## src/rtl/mem_arbiter_pkg.sv

```systemverilog
// Shared types for the memory arbiter: requester IDs, sequencer states and a grant decoder.
package mem_arbiter_pkg;

  localparam int NUM_REQ = 3;

  typedef enum logic [1:0] {
    REQ_LOADER = 2'd0,
    REQ_CPU    = 2'd1,
    REQ_DEBUG  = 2'd2,
    REQ_NONE   = 2'd3
  } req_id_e;

  typedef enum logic [1:0] {
    IDLE  = 2'd0,
    ISSUE = 2'd1,
    GAP   = 2'd2
  } arb_state_e;

  function automatic logic [NUM_REQ-1:0] id_onehot(input req_id_e id);
    logic [NUM_REQ-1:0] oh;
    case (id)
      REQ_LOADER: oh = 3'b001;
      REQ_CPU:    oh = 3'b010;
      REQ_DEBUG:  oh = 3'b100;
      default:    oh = 3'b000;
    endcase
    return oh;
  endfunction

endpackage

```

## src/rtl/mem_arbiter_if.sv

```systemverilog
// Requester, status and memory-port bundle of mem_arbiter.
// master = arbiter side, slave = requesters plus memory.
interface mem_arbiter_if #(
  parameter int ADDR_W = 32,
  parameter int DATA_W = 8
);
  logic [2:0]          req_valid;
  logic [2:0]          req_we;
  logic [3*ADDR_W-1:0] req_addr;
  logic [3*DATA_W-1:0] req_wdata;
  logic [2:0]          rsp_ready;
  logic [DATA_W-1:0]   rsp_rdata;
  logic [ADDR_W-1:0]   mem_addr;
  logic [DATA_W-1:0]   mem_wdata;
  logic                mem_read_en;
  logic                mem_write_en;
  logic [DATA_W-1:0]   mem_rdata;
  logic                mem_ready;
  logic [1:0]          grant_id;
  logic                busy;
  logic                err;

  modport master (
    input  req_valid, req_we, req_addr, req_wdata, mem_rdata, mem_ready,
    output rsp_ready, rsp_rdata, mem_addr, mem_wdata, mem_read_en, mem_write_en,
           grant_id, busy, err
  );

  modport slave (
    output req_valid, req_we, req_addr, req_wdata, mem_rdata, mem_ready,
    input  rsp_ready, rsp_rdata, mem_addr, mem_wdata, mem_read_en, mem_write_en,
           grant_id, busy, err
  );
endinterface

```

## src/rtl/mem_arb_prio.sv

```systemverilog
// Boot-phase eligibility and fixed priority (debug > loader > cpu) for mem_arbiter.
module mem_arb_prio
  import mem_arbiter_pkg::*;
(
  input  logic [2:0] req_valid,
  input  logic       boot_done,
  input  logic       halt,
  output req_id_e    winner,
  output logic       hit
);
  logic [2:0] elig_s;

  // Mask requests by phase, then pick the highest-priority survivor
  always_comb begin
    elig_s = req_valid & {1'b1, boot_done & ~halt, ~boot_done};
    winner = REQ_NONE;
    hit    = 1'b0;
    if (elig_s[2]) begin
      winner = REQ_DEBUG;
      hit    = 1'b1;
    end else if (elig_s[0]) begin
      winner = REQ_LOADER;
      hit    = 1'b1;
    end else if (elig_s[1]) begin
      winner = REQ_CPU;
      hit    = 1'b1;
    end else begin
      winner = REQ_NONE;
      hit    = 1'b0;
    end
  end
endmodule

```

## src/rtl/mem_arbiter.sv

```systemverilog
// Shares one byte-wide memory port between loader, cpu and debug requesters.
// Optional ISSUE watchdog with sticky err: define MEM_ARB_TIMEOUT_EN.
module mem_arbiter
  import mem_arbiter_pkg::*;
#(
  parameter int ADDR_W         = 32,
  parameter int DATA_W         = 8,
  parameter int TIMEOUT_CYCLES = 64
) (
  input  logic          clk,
  input  logic          rst,
  input  logic          boot_done,
  input  logic          halt,
  mem_arbiter_if.master bus
);
  arb_state_e        state_r;
  req_id_e           grant_r;
  req_id_e           winner_s;
  logic              hit_s;
  logic              busy_r;
  logic              we_r;
  logic              read_en_r;
  logic              write_en_r;
  logic [2:0]        rsp_ready_r;
  logic [DATA_W-1:0] rsp_rdata_r;
  logic [DATA_W-1:0] wdata_r;
  logic [ADDR_W-1:0] addr_r;
  logic              wd_expire_s;

  mem_arb_prio u_prio (
    .req_valid (bus.req_valid),
    .boot_done (boot_done),
    .halt      (halt),
    .winner    (winner_s),
    .hit       (hit_s)
  );

`ifdef MEM_ARB_TIMEOUT_EN
  logic [15:0] wd_cnt_r;
  logic        err_r;

  assign wd_expire_s = (wd_cnt_r == 16'(TIMEOUT_CYCLES - 1));
  assign bus.err     = err_r;

  // Watchdog: counts stalled ISSUE cycles; err stays set until rst
  always_ff @(posedge clk) begin
    if (rst) begin
      wd_cnt_r <= 16'd0;
      err_r    <= 1'b0;
    end else if (state_r == IDLE) begin
      wd_cnt_r <= 16'd0;
    end else if ((state_r == ISSUE) && !bus.mem_ready) begin
      if (wd_expire_s) begin
        err_r <= 1'b1;
      end else begin
        wd_cnt_r <= wd_cnt_r + 16'd1;
      end
    end
  end
`else
  assign wd_expire_s = 1'b0;
  assign bus.err     = 1'b0;
`endif

  // Transaction sequencer: arbitrate in IDLE, hold the access in ISSUE, respond in GAP
  always_ff @(posedge clk) begin
    if (rst) begin
      state_r     <= IDLE;
      grant_r     <= REQ_NONE;
      busy_r      <= 1'b0;
      we_r        <= 1'b0;
      read_en_r   <= 1'b0;
      write_en_r  <= 1'b0;
      rsp_ready_r <= 3'b000;
      rsp_rdata_r <= '0;
      wdata_r     <= '0;
      addr_r      <= '0;
    end else begin
      case (state_r)
        IDLE: begin
          if (hit_s) begin
            grant_r    <= winner_s;
            we_r       <= bus.req_we[winner_s];
            addr_r     <= bus.req_addr[ADDR_W*int'(winner_s) +: ADDR_W];
            wdata_r    <= bus.req_wdata[DATA_W*int'(winner_s) +: DATA_W];
            read_en_r  <= ~bus.req_we[winner_s];
            write_en_r <= bus.req_we[winner_s];
            busy_r     <= 1'b1;
            state_r    <= ISSUE;
          end
        end
        ISSUE: begin
          if (bus.mem_ready) begin
            read_en_r   <= 1'b0;
            write_en_r  <= 1'b0;
            rsp_ready_r <= id_onehot(grant_r);
            if (!we_r) begin
              rsp_rdata_r <= bus.mem_rdata;
            end
            state_r <= GAP;
          end else if (wd_expire_s) begin
            read_en_r   <= 1'b0;
            write_en_r  <= 1'b0;
            rsp_ready_r <= id_onehot(grant_r);
            rsp_rdata_r <= {DATA_W{1'b1}};
            state_r     <= GAP;
          end
        end
        GAP: begin
          rsp_ready_r <= 3'b000;
          grant_r     <= REQ_NONE;
          busy_r      <= 1'b0;
          state_r     <= IDLE;
        end
        default: begin
          read_en_r   <= 1'b0;
          write_en_r  <= 1'b0;
          rsp_ready_r <= 3'b000;
          grant_r     <= REQ_NONE;
          busy_r      <= 1'b0;
          state_r     <= IDLE;
        end
      endcase
    end
  end

  assign bus.grant_id     = grant_r;
  assign bus.busy         = busy_r;
  assign bus.mem_read_en  = read_en_r;
  assign bus.mem_write_en = write_en_r;
  assign bus.mem_addr     = addr_r;
  assign bus.mem_wdata    = wdata_r;
  assign bus.rsp_ready    = rsp_ready_r;
  assign bus.rsp_rdata    = rsp_rdata_r;
endmodule

```

## src/flat_wrapper.sv

```systemverilog
// flat-port wrapper written by rule: the top's interface ports become plain ports
module mem_arbiter_flat import mem_arbiter_pkg::*;
#(
  parameter int ADDR_W         = 32,
  parameter int DATA_W         = 8,
  parameter int TIMEOUT_CYCLES = 64
)
  (clk, rst, boot_done, halt, bus_req_valid, bus_req_we, bus_req_addr, bus_req_wdata, bus_mem_rdata, bus_mem_ready, bus_rsp_ready, bus_rsp_rdata, bus_mem_addr, bus_mem_wdata, bus_mem_read_en, bus_mem_write_en, bus_grant_id, bus_busy, bus_err);
  mem_arbiter_if #(.ADDR_W(ADDR_W), .DATA_W(DATA_W)) bus_i ();
  input  logic clk;
  input  logic rst;
  input  logic boot_done;
  input  logic halt;
  input wire logic [$bits(bus_i.req_valid)-1:0] bus_req_valid;
  input wire logic [$bits(bus_i.req_we)-1:0] bus_req_we;
  input wire logic [$bits(bus_i.req_addr)-1:0] bus_req_addr;
  input wire logic [$bits(bus_i.req_wdata)-1:0] bus_req_wdata;
  input wire logic [$bits(bus_i.mem_rdata)-1:0] bus_mem_rdata;
  input wire logic [$bits(bus_i.mem_ready)-1:0] bus_mem_ready;
  output wire logic [$bits(bus_i.rsp_ready)-1:0] bus_rsp_ready;
  output wire logic [$bits(bus_i.rsp_rdata)-1:0] bus_rsp_rdata;
  output wire logic [$bits(bus_i.mem_addr)-1:0] bus_mem_addr;
  output wire logic [$bits(bus_i.mem_wdata)-1:0] bus_mem_wdata;
  output wire logic [$bits(bus_i.mem_read_en)-1:0] bus_mem_read_en;
  output wire logic [$bits(bus_i.mem_write_en)-1:0] bus_mem_write_en;
  output wire logic [$bits(bus_i.grant_id)-1:0] bus_grant_id;
  output wire logic [$bits(bus_i.busy)-1:0] bus_busy;
  output wire logic [$bits(bus_i.err)-1:0] bus_err;
  assign bus_i.req_valid = bus_req_valid;
  assign bus_i.req_we = bus_req_we;
  assign bus_i.req_addr = bus_req_addr;
  assign bus_i.req_wdata = bus_req_wdata;
  assign bus_i.mem_rdata = bus_mem_rdata;
  assign bus_i.mem_ready = bus_mem_ready;
  assign bus_rsp_ready = bus_i.rsp_ready;
  assign bus_rsp_rdata = bus_i.rsp_rdata;
  assign bus_mem_addr = bus_i.mem_addr;
  assign bus_mem_wdata = bus_i.mem_wdata;
  assign bus_mem_read_en = bus_i.mem_read_en;
  assign bus_mem_write_en = bus_i.mem_write_en;
  assign bus_grant_id = bus_i.grant_id;
  assign bus_busy = bus_i.busy;
  assign bus_err = bus_i.err;
  mem_arbiter #(.ADDR_W(ADDR_W), .DATA_W(DATA_W), .TIMEOUT_CYCLES(TIMEOUT_CYCLES)) u_core (.clk(clk), .rst(rst), .boot_done(boot_done), .halt(halt), .bus(bus_i));
endmodule
```

## config.mk

```make
export PLATFORM = sky130hd
export DESIGN_NAME = mem_arbiter_flat
export DESIGN_NICKNAME = d
export VERILOG_FILES = /design/src/rtl/mem_arbiter_pkg.sv /design/src/rtl/mem_arbiter_if.sv /design/src/rtl/mem_arb_prio.sv /design/src/rtl/mem_arbiter.sv /design/src/flat_wrapper.sv
export SDC_FILE = /design/constraint.sdc
export NUM_CORES = 1
export LEC_CHECK = 0
export BUFFER_PORTS_ARGS = -buffer_cell sky130_fd_sc_hd__buf_2
export CAP_MARGIN = 5
export CORE_MARGIN = 4
export CORE_UTILIZATION = 42
export DETAILED_ROUTE_END_ITERATION = 8
export PLACE_DENSITY = 0.8
export SYNTH_ARGS = -nofsm -noshare
export SYNTH_HDL_FRONTEND = slang
export SYNTH_HIERARCHICAL = 1
export SYNTH_SLANG_ARGS = --single-unit
```

## constraint.sdc

```tcl
create_clock -name clk -period 1.75 [get_ports clk]
set_clock_uncertainty 0.05 [all_clocks]
set_input_delay 0.175 -clock clk [delete_from_list [all_inputs] [get_ports clk]]
set_output_delay 0.175 -clock clk [all_outputs]
set_load 0.03 [all_outputs]
```

# Yosys cells after proc, flatten, opt, wreduce, memory -nomap -nowiden
# Cells that the tools add are included.
# totals
regBits,59
wordCells,59
# op_classes
n_bitwise,9
reduce_logical,8
order_cmp,1
eq_ne,6
mux,23
shifts,2
# op_table
operator,count
96-bit by 8-bit indexed part select with 32-bit output,1
24-bit by 6-bit indexed part select with 8-bit output,1
2-bit 2-to-1 mux,6
3-bit case mux with 3 select lines,1
1-bit 2-to-1 mux,8
2-bit case mux with 2 select lines,2
2-bit AND reduction,4
1-bit inverter,7
1-bit case mux with 3 select lines,2
3-bit case mux with 2 select lines,1
3-bit AND reduction,2
2-bit by 1-bit == test with 1-bit output (second input constant),2
2-bit == test (second input constant),2
2-bit logical NOT,2
3-bit bitwise AND,1
2-bit by 3-bit < comparator with 1-bit output (second input constant),1
3-bit 2-to-1 mux,1
1-bit binary-select mux with 2-bit select,1
2-bit by 1-bit inequality test with 1-bit output (second input constant),1
2-bit inequality test (second input constant),1
1-bit case mux with 2 select lines,1
1-bit bitwise AND,1

# Logic depth before layout (Yosys ltp)
# Gate-level depths: netlist of the first run.
# logic_depth
ltp_word,11
ltp_mapped,8
ltp_nobuf,6

# Modules after synthesis
# The synthesis of the first run kept the hierarchy.
# by_module_without_submodules
mod,area_per_inst_um2,instances,seq_area_each_um2,cells_per_inst
mem_arbiter,2907.8,1,1181.1,346
mem_arb_prio,32.5,1,0.0,5

# Worst setup path after synthesis of the first run
# No wires, ideal clock.
# synth_path
kind,input -> register
start,in boot_done
end,reg u_core.addr_r[25] (netlist: u_core/bus.mem_addr[25])
slack_ps,214
path_stages,8
arrival_ps,1408
n_path_buf,2
setup_time_ps,78
path_cell_list,and3b_1 -> or3_1 -> nor2b_2 -> nand2b_1 -> buf_2 -> buf_4 -> a211oi_1 -> nor3_1
# synth_via
elab_chain_cells,6
elab_cells_between_ends,11
# synth_lines
item,line,rtl
from (decl),flat_wrapper.sv:12,input logic boot_done;
1-bit bitwise AND,mem_arb_prio.sv:15,"elig_s = req_valid & {1'b1, boot_done & ~halt, ~boot_done};"
3-bit bitwise AND (*),mem_arb_prio.sv:15,
1-bit 2-to-1 mux,mem_arb_prio.sv:24,end else if (elig_s[1]) begin
1-bit 2-to-1 mux (*),mem_arb_prio.sv:21,end else if (elig_s[0]) begin
1-bit 2-to-1 mux (*),mem_arb_prio.sv:18,if (elig_s[2]) begin
net u_core.hit_s,mem_arbiter.sv:19,logic hit_s;
2-bit AND reduction (no line) (*),--,
to (signal assigned),mem_arbiter.sv:84,addr_r <= bus.req_addr[ADDR_W*int'(winner_s) +: ADDR_W];
to (decl),mem_arbiter.sv:27,logic [ADDR_W-1:0] addr_r;
# Mark *: on every way through the listed nets, which the timed path passes. The rest lies on a longest branch.
# A chain may end at the register's enable or synchronous reset.

# Final worst setup path of the first run
# layout_path
start,reg u_core.state_r[0]
end,reg u_core.rsp_rdata_r[3] (netlist: u_core/bus.rsp_rdata[3])
# layout_via
elab_chain_cells,2
# layout_lines
item,line,rtl
from (decl),mem_arbiter.sv:16,arb_state_e state_r;
from (signal assigned),mem_arbiter.sv:68,state_r <= IDLE;
from (signal assigned),mem_arbiter.sv:89,state_r <= ISSUE;
from (signal assigned),mem_arbiter.sv:100,state_r <= GAP;
2-bit by 1-bit == test with 1-bit output,--,
3-bit AND reduction (no line),--,
to (signal assigned),mem_arbiter.sv:98,rsp_rdata_r <= bus.mem_rdata;
to (signal assigned),mem_arbiter.sv:105,rsp_rdata_r <= {DATA_W{1'b1}};
to (decl),mem_arbiter.sv:25,logic [DATA_W-1:0] rsp_rdata_r;
# No other way between the ends.

==> key figures, run 1 <==
STA
  – Period Utilization, post-route: 88.2%
  – Slew HR: 64.9%
  – Final critical-path required period: 1540 ps
  – Peak Freq: 648 MHz
  – Tightest Pin Transition: 527 ps
  – Max Transition Viols Final: 0
  – Setup repair after global routing missed its margin: false
  – Final hold slack: 35.2 ps
  – Final count of hold timing violations: 0
  – Setup-failing EPs final: 0

Logic synthesis
  – Share of synthesized area occupied by flip-flops and latches: 40.2%
  – Ys async rst share: 0%
  – Number of different library cells in the post-synthesis netlist: 28
  – Most instantiated flip-flop cell in the synthesis netlist: sky130_fd_sc_hd__dfxtp_1
  – Yosys reg bits: 59
  – Warnings, synthesis: 6
  – Post-Synthesis Net Count: 490
  – Syn_area_per_cell: 8.38 sq um
  – Mapped Cells: 351
  – Post-Synthesis Cell Area: 2940 sq um
  – Post-synth EDFFs: 0

Power
  – Standby leakage power: 2.15 nW
  – Max IR drop VDD: 0.497 mV
  – Pwr per Cell Area: 953 nW/um^2

Global route
  – First-pass GRT wire length: 14.2 mm
  – Largest net degree at the start of global routing: 31
  – Congestion Overflow GR: 0
  – Number of antenna violations at the first check in global routing: 0
  – Via count of the first global-routing pass: 3117
  – Gr usage total: 20.7%

Floorplanning
  – Die outline height: 91.7 um
  – Placeable Area: 6790 sq um
  – Die Outline Area: 8400 sq um
  – Row count: 30
  – Chip Width: 91.7 um
  – Initial standard-cell utilization of the core: 43.3%
  – I/O pin cnt: 196

Run
  – Max_cap viols: 0

Worst setup path
  – Critical Path AT: 1690 ps
  – Capture instance of the worst register-to-register path: u_core/bus.rsp_rdata[3]$_SDFFE_PP0P_
  – CP max FO: 8
  – Crit path capture type: flop
  – Worst setup path category: flop to flop
  – Worst setup SP type: flop
  – Setup slack of the worst register-to-register path: 210 ps
  – Startpoint of the lowest-slack register-to-register path: u_core/state_r[0]$_SDFFE_PP0P_
  – Cell depth of the worst flop-to-flop path: 5
  – Worst endpoint required time: 1890 ps

Detailed routing
  – Count of TritonRoute iterations in the first routing pass: 4
  – Post-route antenna net violation count: 0
  – Via density: 4.96
  – Post-detailed-route DRC marker count: 0
  – Initial DRC Count: 85
  – Total met2 wirelength after detailed routing: 4.46 mm
  – Max Used Layer: met4
  – Wire length on met3: 605 um
  – Routed wire per std cell: 13.5 um
  – Total wire length after detailed routing: 8.71 mm
  – Routed vias: 3209
  – Routed met1 length: 3.50 mm

Worst hold path
  – Worst Hold End: u_core/bus.rsp_rdata[4]$_SDFFE_PP0P_
  – Kind of path behind the tightest hold check: input port to flop
  – Start point of the worst hold path: bus_mem_rdata[4]
  – Cell depth of the worst hold path: 3

Placement
  – Post-detailed-placement half-perimeter wirelength: 6.89 mm
  – Number of buffer cells added on primary ports: 194
  – Gp weighted congestion: 0.842
  – Placed Area: 4120 sq um
  – Placed Cells incl. Taps: 628

CTS
  – Setup fix buffers added after clock tree synthesis: 0
  – # H-tree levels: 3
  – Cts-stage hold buffer count: 0
  – Clock tree from TritonCTS: yes
  – Number of buffers added by the clock tree synthesis step: 9
  – Number of clock sinks seen by CTS: 59
  – Number of buffers on the longest clock path: 2
  – Clock root buffer: sky130_fd_sc_hd__clkbuf_8
  – CTS clock-pin slew for the worst setup and hold paths: 70 ps
  – Clk Latency, worst-skew pair: 320 ps
  – Number of instances resized during post-cts repair: 0

Layout
  – Net count reported at finish: 685
  – Area growth from synthesis to layout: 48.9%
  – Number of antenna repair diodes: 0
  – Final standard cell area without fillers: 4380 sq um
  – Post-layout instance count excluding filler cells: 647
  – Fraction of layout cells with a size suffix above 1: 43.4%

Status
  – Status: finished, final reports clean
cells in the mapped netlist (all sizes together) (3+ instances only):
cell type	count	share of area (%)
dfxtp	59	40
a21oi	7	1.2
a211oi	40	10
nor3	41	7.0
mux2i	51	17
nand2b	4	0.94
buf	21	4.4
nor2b	4	0.94
clkbuf	10	1.3
nor2	96	12
nand2	3	0.38
nor3b	3	1.1
critical path: stages, from the launching register on:
cell	delay, ps
sky130_fd_sc_hd__dfxtp_1	500
sky130_fd_sc_hd__nand2b_2	170
sky130_fd_sc_hd__nor3b_2	200
sky130_fd_sc_hd__buf_4	210
sky130_fd_sc_hd__mux2i_1	230
sky130_fd_sc_hd__nor2_1	60
placed cells by master, fill, tap and decap left out, types with 2 or more instances in the layout:
| master | count |
|---|---|
| sky130_fd_sc_hd__nor2b_1 | 2 |
| sky130_fd_sc_hd__clkinv_4 | 3 |
| sky130_fd_sc_hd__buf_4 | 13 |
| sky130_fd_sc_hd__a211oi_1 | 40 |
| sky130_fd_sc_hd__buf_2 | 194 |
| sky130_fd_sc_hd__nand2b_1 | 2 |
| sky130_fd_sc_hd__nand2_1 | 3 |
| sky130_fd_sc_hd__bufinv_16 | 2 |
| sky130_fd_sc_hd__mux2i_1 | 51 |
| sky130_fd_sc_hd__nor3_1 | 41 |
| sky130_fd_sc_hd__nor2b_2 | 2 |
| sky130_fd_sc_hd__dfxtp_1 | 59 |
| sky130_fd_sc_hd__nor2_1 | 95 |
| sky130_fd_sc_hd__clkbuf_8 | 10 |
| sky130_fd_sc_hd__a21oi_1 | 7 |
| sky130_fd_sc_hd__buf_12 | 8 |
| sky130_fd_sc_hd__nand2b_2 | 2 |
metrics by stage:
step	worst slack (ps)	utilization, %	TNS (ps)	power, mW
global route	41.0	64.5	0	4.40
detailed placement	-135	60.6	-3050	2.80
global placement	-39.2	60.6	-753	2.77
floorplan	214	-	0	2.34
finish	207	64.5	0	4.17
CTS	100	63.9	0	4.18
final cells by class:
cell class                      count  area (sq um)
Timing Repair Buffer              215          1230
Sequential cell                    59          1180
Clock buffer                       11           141
Tap cell                           96           120
Multi-Input combinational cell    261          1620
Fill cell                         571          2410
Clock inverter                      5          86.3
routing by layer:
layer,up-vias,global-route usage (%)
li1,1622,-
met5,-,0
met2,118,37.4
met3,14,5.09
met4,0,7.79
met1,1455,23.4
registers in the layout (all words and copies together), names as in the netlist:
signal / count
u_core/bus.grant_id: 2
u_core/bus.rsp_ready: 3
u_core/state_r: 2
u_core/bus.mem_addr: 32
u_core/bus.rsp_rdata: 8
u_core/bus.mem_write_en: 1
u_core/bus.busy: 1
u_core/we_r: 1
u_core/bus.mem_wdata: 8
u_core/bus.mem_read_en: 1
worst max-delay path by stage:
stage | start | to | cells after the start
2_1_floorplan | boot_done | u_core/bus.mem_addr[25]$_SDFFE_PP0P_ | 8
3_3_place_gp | boot_done | u_core/bus.mem_addr[12]$_SDFFE_PP0P_ | 9
3_5_place_dp | halt | u_core/bus.mem_wdata[4]$_SDFFE_PP0P_ | 7
4_1_cts | u_core/state_r[0]$_SDFFE_PP0P_ | u_core/bus.mem_wdata[4]$_SDFFE_PP0P_ | 4
5_1_grt | u_core/state_r[0]$_SDFFE_PP0P_ | u_core/bus.rsp_rdata[3]$_SDFFE_PP0P_ | 5
6_report | u_core/state_r[0]$_SDFFE_PP0P_ | u_core/bus.rsp_rdata[3]$_SDFFE_PP0P_ | 5
report_power, final:
group | internal, mW | total, mW | switching, mW
Combinational | 0.507 | 1.23 | 0.725
Sequential | 1.48 | 1.56 | 0.0751
Clock | 0.849 | 1.39 | 0.537
Total | 2.84 | 4.17 | 1.34
cell families (layout without fill, tap and decap cells):
logic type | Yosys count | in the layout | share of synthesized area (%)
AOI/OAI and AO/OA | 52 | 52 | 12.6
and+or+nand+nor | 157 | 157 | 24.1
other | 1 | 1 | 0.128
buffers and inverters | 31 | 231 | 5.70
DFF | 59 | 59 | 40.2
muxes | 51 | 51 | 17.4
Power figures use the tool's default switching activity.
==> run 2: changes to the inputs <==
--- a/config.mk
+++ b/config.mk
@@ -10,6 +10,7 @@
 export CORE_MARGIN = 4
 export CORE_UTILIZATION = 42
 export DETAILED_ROUTE_END_ITERATION = 8
+export HOLD_SLACK_MARGIN = 0.05
 export PLACE_DENSITY = 0.8
 export SYNTH_ARGS = -nofsm -noshare
 export SYNTH_HDL_FRONTEND = slang
==> key figures, run 2 (synthesized netlist as in run 1, its figures left out) <==
Worst setup path
  – Worst setup SP type: flop (unchanged)
  – Worst endpoint required time: 1890 ps (about the same)
  – CP peak stage delay: 500 ps (about the same)
  – CP max FO: 8 (unchanged)
  – Setup slack of the worst register-to-register path: 210 ps (about the same)
  – Cell breakdown of the critical path: nand2b_2 -> nor3b_2 -> buf_4 -> mux2i_1 -> nor2_1 (unchanged)
  – Critical Path AT: 1680 ps (was 1690 ps)
  – Worst setup path category: flop to flop (unchanged)
  – Critical Path Slowest Stage Cell: sky130_fd_sc_hd__dfxtp_1 (unchanged)
  – Startpoint of the lowest-slack register-to-register path: u_core/state_r[0]$_SDFFE_PP0P_ (unchanged)
  – Crit path capture type: flop (unchanged)
  – Origin of the worst setup path: u_core/state_r[0]$_SDFFE_PP0P_ (unchanged)

Detailed routing
  – Post-route antenna net violation count: 0 (unchanged)
  – Total wire length after detailed routing: 8.86 mm (was 8.71 mm)
  – Via density: 4.97 (was 4.96)
  – Routed vias: 3252 (was 3209)
  – Initial DRC Count: 91 (was 85)
  – Post-detailed-route DRC marker count: 0 (unchanged)
  – Count of TritonRoute iterations in the first routing pass: 4 (unchanged)
  – Routed wire per std cell: 13.6 um (was 13.5 um)

Layout
  – Top library cells by usage in the layout, fill and taps aside: 194 x sky130_fd_sc_hd__buf_2, 95 x sky130_fd_sc_hd__nor2_1, 59 x sky130_fd_sc_hd__dfxtp_1 (unchanged)
  – Final standard cell area without fillers: 4450 sq um (was 4380 sq um)
  – Final design utilization: 65.5% (was 64.5%)
  – Most common library cell in the layout ignoring fill and taps: sky130_fd_sc_hd__buf_2 (unchanged)
  – Number of antenna repair diodes: 0 (unchanged)
  – Flip-flop count of the largest register after layout: 32 (unchanged)
  – Footprint of the flip-flops and latches: 1180 sq um (unchanged)
  – Net count reported at finish: 692 (was 685)
  – Area growth from synthesis to layout: 51.3% (was 48.9%)
  – Fraction of layout cells with a size suffix above 1: 42.8% (was 43.4%)
  – Area of the multi-input gates: 1620 sq um (unchanged)
  – Count of fill cells added during filler insertion: 564 (was 571)

STA
  – Peak Freq: 649 MHz (was 648 MHz)
  – Final count of hold timing violations: 0 (unchanged)
  – Slew HR: 64.6% (was 64.9%)
  – Setup repair after global routing missed its margin: false (unchanged)
  – Max Transition Viols Final: 0 (unchanged)
  – Tightest Pin Transition: 531 ps (was 527 ps)
  – Final critical-path required period: 1540 ps (about the same)
  – Setup-failing EPs final: 0 (unchanged)
  – Period Utilization, post-route: 88.1% (was 88.2%)

Floorplanning
  – Row count: 30 (unchanged)
  – I/O pin cnt: 196 (unchanged)
  – Chip Width: 91.7 um (unchanged)
  – Placeable Area: 6790 sq um (unchanged)
  – Initial standard-cell utilization of the core: 43.3% (unchanged)
  – Die outline height: 91.7 um (unchanged)
  – Die Outline Area: 8400 sq um (unchanged)

Run
  – Max_cap viols: 0 (unchanged)

Placement
  – Post-detailed-placement half-perimeter wirelength: 6.89 mm (unchanged)
  – Gp weighted congestion: 0.842 (unchanged)
  – Placed Area: 4120 sq um (unchanged)
  – Number of buffer cells added on primary ports: 194 (unchanged)

CTS
  – CTS clock-pin slew for the worst setup and hold paths: 70 ps (about the same)
  – Clk Latency, worst-skew pair: 320 ps (about the same)
  – Clock tree from TritonCTS: yes (unchanged)
  – Number of buffers on the longest clock path: 2 (unchanged)
  – # H-tree levels: 3 (unchanged)
  – Number of instances resized during post-cts repair: 0 (unchanged)
  – Number of buffers added by the clock tree synthesis step: 9 (unchanged)
  – Number of clock sinks seen by CTS: 59 (unchanged)
  – Clock root buffer: sky130_fd_sc_hd__clkbuf_8 (unchanged)

Power
  – Standby leakage power: 2.18 nW (was 2.15 nW)
  – Pwr per Cell Area: 941 nW/um^2 (was 953 nW/um^2)
  – Pwr Total: 4.19 mW (was 4.17 mW)
  – Max IR drop VDD: 0.497 mV (about the same)

Worst hold path
  – Kind of path behind the tightest hold check: input port to flop (unchanged)
  – Start point of the worst hold path: bus_mem_rdata[3] (was bus_mem_rdata[4])

Global route
  – Congestion Overflow GR: 0 (unchanged)
  – First-pass GRT wire length: 14.5 mm (was 14.2 mm)
  – Largest net degree at the start of global routing: 31 (unchanged)
  – Number of antenna violations at the first check in global routing: 0 (unchanged)
  – Via count of the first global-routing pass: 3169 (was 3117)
  – Gr usage total: 21.2% (was 20.7%)

Status
  – Status: finished, final reports clean (unchanged)
==> run 2: cell count changes in the layout (fill, tap and decap cells not counted) <==
cell                            before  now
sky130_fd_sc_hd__dlygate4sd3_1       0    7
==> run 2: area by class of cell <==
type                            instances  share of cell area, %
Multi-Input combinational cell        261                   36.4
Tap cell                               96                   2.70
Timing Repair Buffer                  222                   29.2
Sequential cell                        59                   26.5
Clock buffer                           11                   3.18
Clock inverter                          5                   1.94
==> run 2: path summary, 6_finish.rpt <==
| check | cells past startpoint | endpoint |
|---|---|---|
| worst max-delay path | 5 | u_core/bus.rsp_rdata[3]$_SDFFE_PP0P_ |
| worst min-delay path | 3 | u_core/bus.rsp_rdata[3]$_SDFFE_PP0P_ |
| worst max register to register | 5 | u_core/bus.rsp_rdata[3]$_SDFFE_PP0P_ |
| worst min register to register | 2 | u_core/bus.busy$_SDFFE_PP0P_ |
==> run 2: stage by stage <==
stage,cells,setup TNS (ps),hold slack (ps),setup WS (ps)
6_report,654,0,72.0,208
4_1_cts,651,0,67.4,100
3_5_place_dp,628,-3050,374,-135
3_3_place_gp,628,-753,363,-39.2
2_1_floorplan,351,0,272,214
5_1_grt,654,0,99.2,38.6
==> run 2: metal layers <==
metal | vias to the layer above | global-route usage (%) | part of all wire (%)
met5 | - | 0 | 0
met4 | 0 | 7.79 | 1.6
met3 | 15 | 4.92 | 6.9
met2 | 120 | 38.7 | 51
met1 | 1481 | 23.7 | 40
li1 | 1636 | - | -
==> run 2: what timing repair did <==
item	CTS	global route
buffers inserted	0	3
hold endpoints to repair	7	0
hold buffers	7	0
setup endpoints to repair	0	2
==> run 2: worst max-delay path, delay by kind of cell, from the launching register on <==
kind	cells	cell delay, ps
flip-flops	1	500
AND/OR/NAND/NOR	3	430
multiplexers	1	230
buffers and inverters	1	210
==> run 2: where the power goes <==
group          internal, mW  switching (mW)
combinational         0.517           0.729
sequential             1.48          0.0756
clock                 0.848           0.535
==> run 3: changes to the inputs <==
--- a/config.mk
+++ b/config.mk
@@ -5,13 +5,14 @@
 export SDC_FILE = /design/constraint.sdc
 export NUM_CORES = 1
 export LEC_CHECK = 0
+export ABC_AREA = 1
 export BUFFER_PORTS_ARGS = -buffer_cell sky130_fd_sc_hd__buf_2
 export CAP_MARGIN = 5
 export CORE_MARGIN = 4
 export CORE_UTILIZATION = 42
 export DETAILED_ROUTE_END_ITERATION = 8
 export HOLD_SLACK_MARGIN = 0.05
-export PLACE_DENSITY = 0.8
+export PLACE_DENSITY = 0.81
 export SYNTH_ARGS = -nofsm -noshare
 export SYNTH_HDL_FRONTEND = slang
 export SYNTH_HIERARCHICAL = 1
==> key figures, run 3 <==
Status
  – Status: finished, final reports clean (unchanged)

Placement
  – Post-detailed-placement half-perimeter wirelength: 7.00 mm (was 6.89 mm)
  – Number of buffer cells added on primary ports: 194 (unchanged)
  – Gp weighted congestion: 0.840 (was 0.842)

Logic synthesis
  – Adder and majority cell fraction of the synthesized area: 0% (unchanged)
  – Post-Synthesis Cell Area: 2910 sq um (was 2940 sq um)
  – Synth area leader: sky130_fd_sc_hd__dfxtp_1 (unchanged)
  – Yosys reg bits: 59 (unchanged)
  – Post-Synthesis Net Count: 561 (was 490)
  – Number of different library cells in the post-synthesis netlist: 25 (was 28)
  – Most instantiated flip-flop cell in the synthesis netlist: sky130_fd_sc_hd__dfxtp_1 (unchanged)
  – Most common library cells after synthesis: 109 x sky130_fd_sc_hd__nor2_1, 84 x sky130_fd_sc_hd__a21oi_1, 73 x sky130_fd_sc_hd__o21ai_0 (was 96 x sky130_fd_sc_hd__nor2_1, 59 x sky130_fd_sc_hd__dfxtp_1, 51 x sky130_fd_sc_hd__mux2i_1)
  – Top cell type's share of synthesized area: 40.6% (was 40.2%)
  – Cell with the most instances after synthesis: sky130_fd_sc_hd__nor2_1 (unchanged)
  – Syn_area_per_cell: 6.89 sq um (was 8.38 sq um)
  – Simple logic cell fraction of the synthesized area: 19.2% (was 24.1%)
  – Mux contribution to synthesized area: 0% (was 17.4%)
  – Compound-cell area share of the yosys netlist: 31.4% (was 12.6%)
  – Warnings, synthesis: 6 (unchanged)
  – Largest family of logic cells by synthesized area: compound AO/OA/AOI/OAI gates (was simple AND/OR/NAND/NOR gates)
  – Fraction of synthesized cell area in xor and xnor cells: 0% (unchanged)
  – Ys async rst share: 0% (unchanged)
  – Largest cells by area after synthesis: sky130_fd_sc_hd__dfxtp_1 41%, sky130_fd_sc_hd__a21oi_1 14%, sky130_fd_sc_hd__nor2_1 14%, sky130_fd_sc_hd__o21ai_0 13%, sky130_fd_sc_hd__o21ai_1 3.1% (was sky130_fd_sc_hd__dfxtp_1 40%, sky130_fd_sc_hd__mux2i_1 17%, sky130_fd_sc_hd__nor2_1 12%, sky130_fd_sc_hd__a211oi_1 10%, sky130_fd_sc_hd__nor3_1 7.0%)
  – Mapped Cells: 422 (was 351)
  – Share of synthesized area occupied by flip-flops and latches: 40.6% (was 40.2%)
  – Post-synth EDFFs: 0 (unchanged)

Detailed routing
  – Initial DRC Count: 121 (was 91)
  – Count of TritonRoute iterations in the first routing pass: 4 (unchanged)
  – Post-route antenna net violation count: 0 (unchanged)
  – Routed wire per std cell: 14.1 um (was 13.6 um)
  – Post-detailed-route DRC marker count: 0 (unchanged)
  – Routed vias: 3516 (was 3252)
  – Via density: 5.09 (was 4.97)
  – Total wire length after detailed routing: 9.76 mm (was 8.86 mm)

CTS
  – CTS clock-pin slew for the worst setup and hold paths: 70 ps (about the same)
  – Number of buffers on the longest clock path: 2 (unchanged)
  – Number of clock sinks seen by CTS: 59 (unchanged)
  – # H-tree levels: 3 (unchanged)
  – Number of buffers added by the clock tree synthesis step: 9 (unchanged)
  – Clock tree from TritonCTS: yes (unchanged)
  – Clk Latency, worst-skew pair: 320 ps (about the same)
  – Clock root buffer: sky130_fd_sc_hd__clkbuf_8 (unchanged)
  – Setup fix buffers added after clock tree synthesis: 0 (unchanged)

STA
  – Tightest Pin Transition: 571 ps (was 531 ps)
  – Period Utilization, post-route: 85.3% (was 88.1%)
  – Final hold slack: 65.6 ps (was 72.0 ps)
  – Final count of hold timing violations: 0 (unchanged)
  – Slew HR: 61.8% (was 64.6%)
  – Peak Freq: 670 MHz (was 649 MHz)
  – Setup-failing EPs final: 0 (unchanged)
  – Final critical-path required period: 1490 ps (was 1540 ps)
  – Setup repair after global routing missed its margin: false (unchanged)
  – Max Transition Viols Final: 0 (unchanged)

Layout
  – Area growth from synthesis to layout: 41.1% (was 51.3%)
  – Most common library cell in the layout ignoring fill and taps: sky130_fd_sc_hd__buf_2 (unchanged)
  – Top library cells by usage in the layout, fill and taps aside: 194 x sky130_fd_sc_hd__buf_2, 109 x sky130_fd_sc_hd__nor2_1, 84 x sky130_fd_sc_hd__a21oi_1 (was 194 x sky130_fd_sc_hd__buf_2, 95 x sky130_fd_sc_hd__nor2_1, 59 x sky130_fd_sc_hd__dfxtp_1)
  – Number of antenna repair diodes: 0 (unchanged)
  – Count of fill cells added during filler insertion: 641 (was 564)
  – Flip-flop count of the largest register after layout: 32 (unchanged)
  – Fraction of layout cells with a size suffix above 1: 37.6% (was 42.8%)
  – Net count reported at finish: 745 (was 692)

Worst setup path
  – Crit path capture type: flop (unchanged)
  – Critical Path Slowest Stage Cell: sky130_fd_sc_hd__nor2_4 (was sky130_fd_sc_hd__dfxtp_1)
  – CP max FO: 21 (was 8)
  – Cell breakdown of the critical path: inv_2 -> nand2_2 -> nor2_4 -> o21ai_0 -> a21oi_1 (was nand2b_2 -> nor3b_2 -> buf_4 -> mux2i_1 -> nor2_1)
  – Worst endpoint required time: 1960 ps (was 1890 ps)
  – Critical Path AT: 1700 ps (was 1680 ps)
  – CP peak stage delay: 460 ps (was 500 ps)
  – Worst setup path category: flop to flop (unchanged)
  – Worst setup SP type: flop (unchanged)

Global route
  – Gr usage total: 22.0% (was 21.2%)
  – Via count of the first global-routing pass: 3417 (was 3169)
  – Largest net degree at the start of global routing: 55 (was 31)
  – Number of antenna violations at the first check in global routing: 0 (unchanged)
  – First-pass GRT wire length: 15.2 mm (was 14.5 mm)
  – Congestion Overflow GR: 0 (unchanged)

Worst hold path
  – Kind of path behind the tightest hold check: input port to flop (unchanged)

Floorplanning
  – Row count: 30 (unchanged)
  – Die Outline Area: 8320 sq um (was 8400 sq um)
  – Placeable Area: 6760 sq um (was 6790 sq um)
  – Chip Width: 91.2 um (was 91.7 um)
  – I/O pin cnt: 196 (unchanged)
  – Die outline height: 91.2 um (was 91.7 um)
  – Initial standard-cell utilization of the core: 43.0% (was 43.3%)

Power
  – Max IR drop VDD: 0.476 mV (was 0.497 mV)
  – Pwr Total: 3.92 mW (was 4.19 mW)
  – Pwr per Cell Area: 955 nW/um^2 (was 941 nW/um^2)
  – Standby leakage power: 2.05 nW (was 2.18 nW)

Run
  – Max_cap viols: 0 (unchanged)
==> run 3: kinds of logic after synthesis <==
family          after synthesis
other cells                   1
compound gates              180
simple gates                137
buf+inv                      45
flops                        59
==> run 3: cell type report <==
type / count / area, sq um / share of cell area [%]
inverter: 14 / 52.6 / 1.28
tap: 80 / 100 / 2.44
clock buffer: 9 / 124 / 3.02
sequential: 59 / 1180 / 28.8
timing repair buffer: 203 / 1080 / 26.3
multi-input combinational: 319 / 1500 / 36.5
clock inverter: 7 / 68.8 / 1.68
==> run 3: what timing repair did <==
item,CTS,global route
setup endpoints to repair,0,25
endpoints found under the hold margin,4,0
hold buffers,1,0
resized for setup,0,1
==> run 3: per-layer routing <==
layer | global-route usage, % | up-vias | wire length, um | part of all wire [%]
li1 | - | 1791 | - | -
met1 | 25.2 | 1553 | 3950 | 40
met2 | 38.7 | 161 | 4830 | 50
met3 | 6.30 | 11 | 870 | 8.9
met4 | 7.91 | 0 | 108 | 1.1
met5 | 0 | - | 0 | 0
==> run 3: power by group <==
group / total [mW] / internal [mW] / switching (mW)
clock: 1.18 / 0.651 / 0.530
sequential: 1.57 / 1.49 / 0.0820
combinational: 1.16 / 0.403 / 0.759
==> run 3: per-stage QoR <==
step                TNS (ps)  setup slack (ps)  utilization, %  cells  cell area, sq um
CTS                        0              30.8            60.6    690              4090
global placement           0              19.0            57.6    673              3890
global route               0               176            60.7    691              4100
detailed placement     -1540              -103            57.6    673              3890
floorplan                  0               422               -    422              2910
finish                     0               258            60.7    691              4100
==> run 3: final timing paths <==
path	slack, ps	from	end	depth (start not counted)
setup / recovery	260	u_core/state_r[1]$_SDFFE_PP0P_	u_core/bus.mem_addr[21]$_SDFFE_PP0P_	5
hold / removal	70	bus_mem_rdata[3]	u_core/bus.rsp_rdata[3]$_SDFFE_PP0P_	3
setup reg to reg	260	u_core/state_r[1]$_SDFFE_PP0P_	u_core/bus.mem_addr[21]$_SDFFE_PP0P_	5
hold reg to reg	430	u_core/bus.rsp_rdata[2]$_SDFFE_PP0P_	u_core/bus.rsp_rdata[2]$_SDFFE_PP0P_	2
==> run 3: critical path, delay by kind of cell, from the launching register on <==
| family | cells | cell delay (ps) |
|---|---|---|
| DFF | 1 | 370 |
| buffers and inverters | 1 | 130 |
| and+or+nand+nor | 2 | 570 |
| AOI/OAI and AO/OA | 2 | 300 |
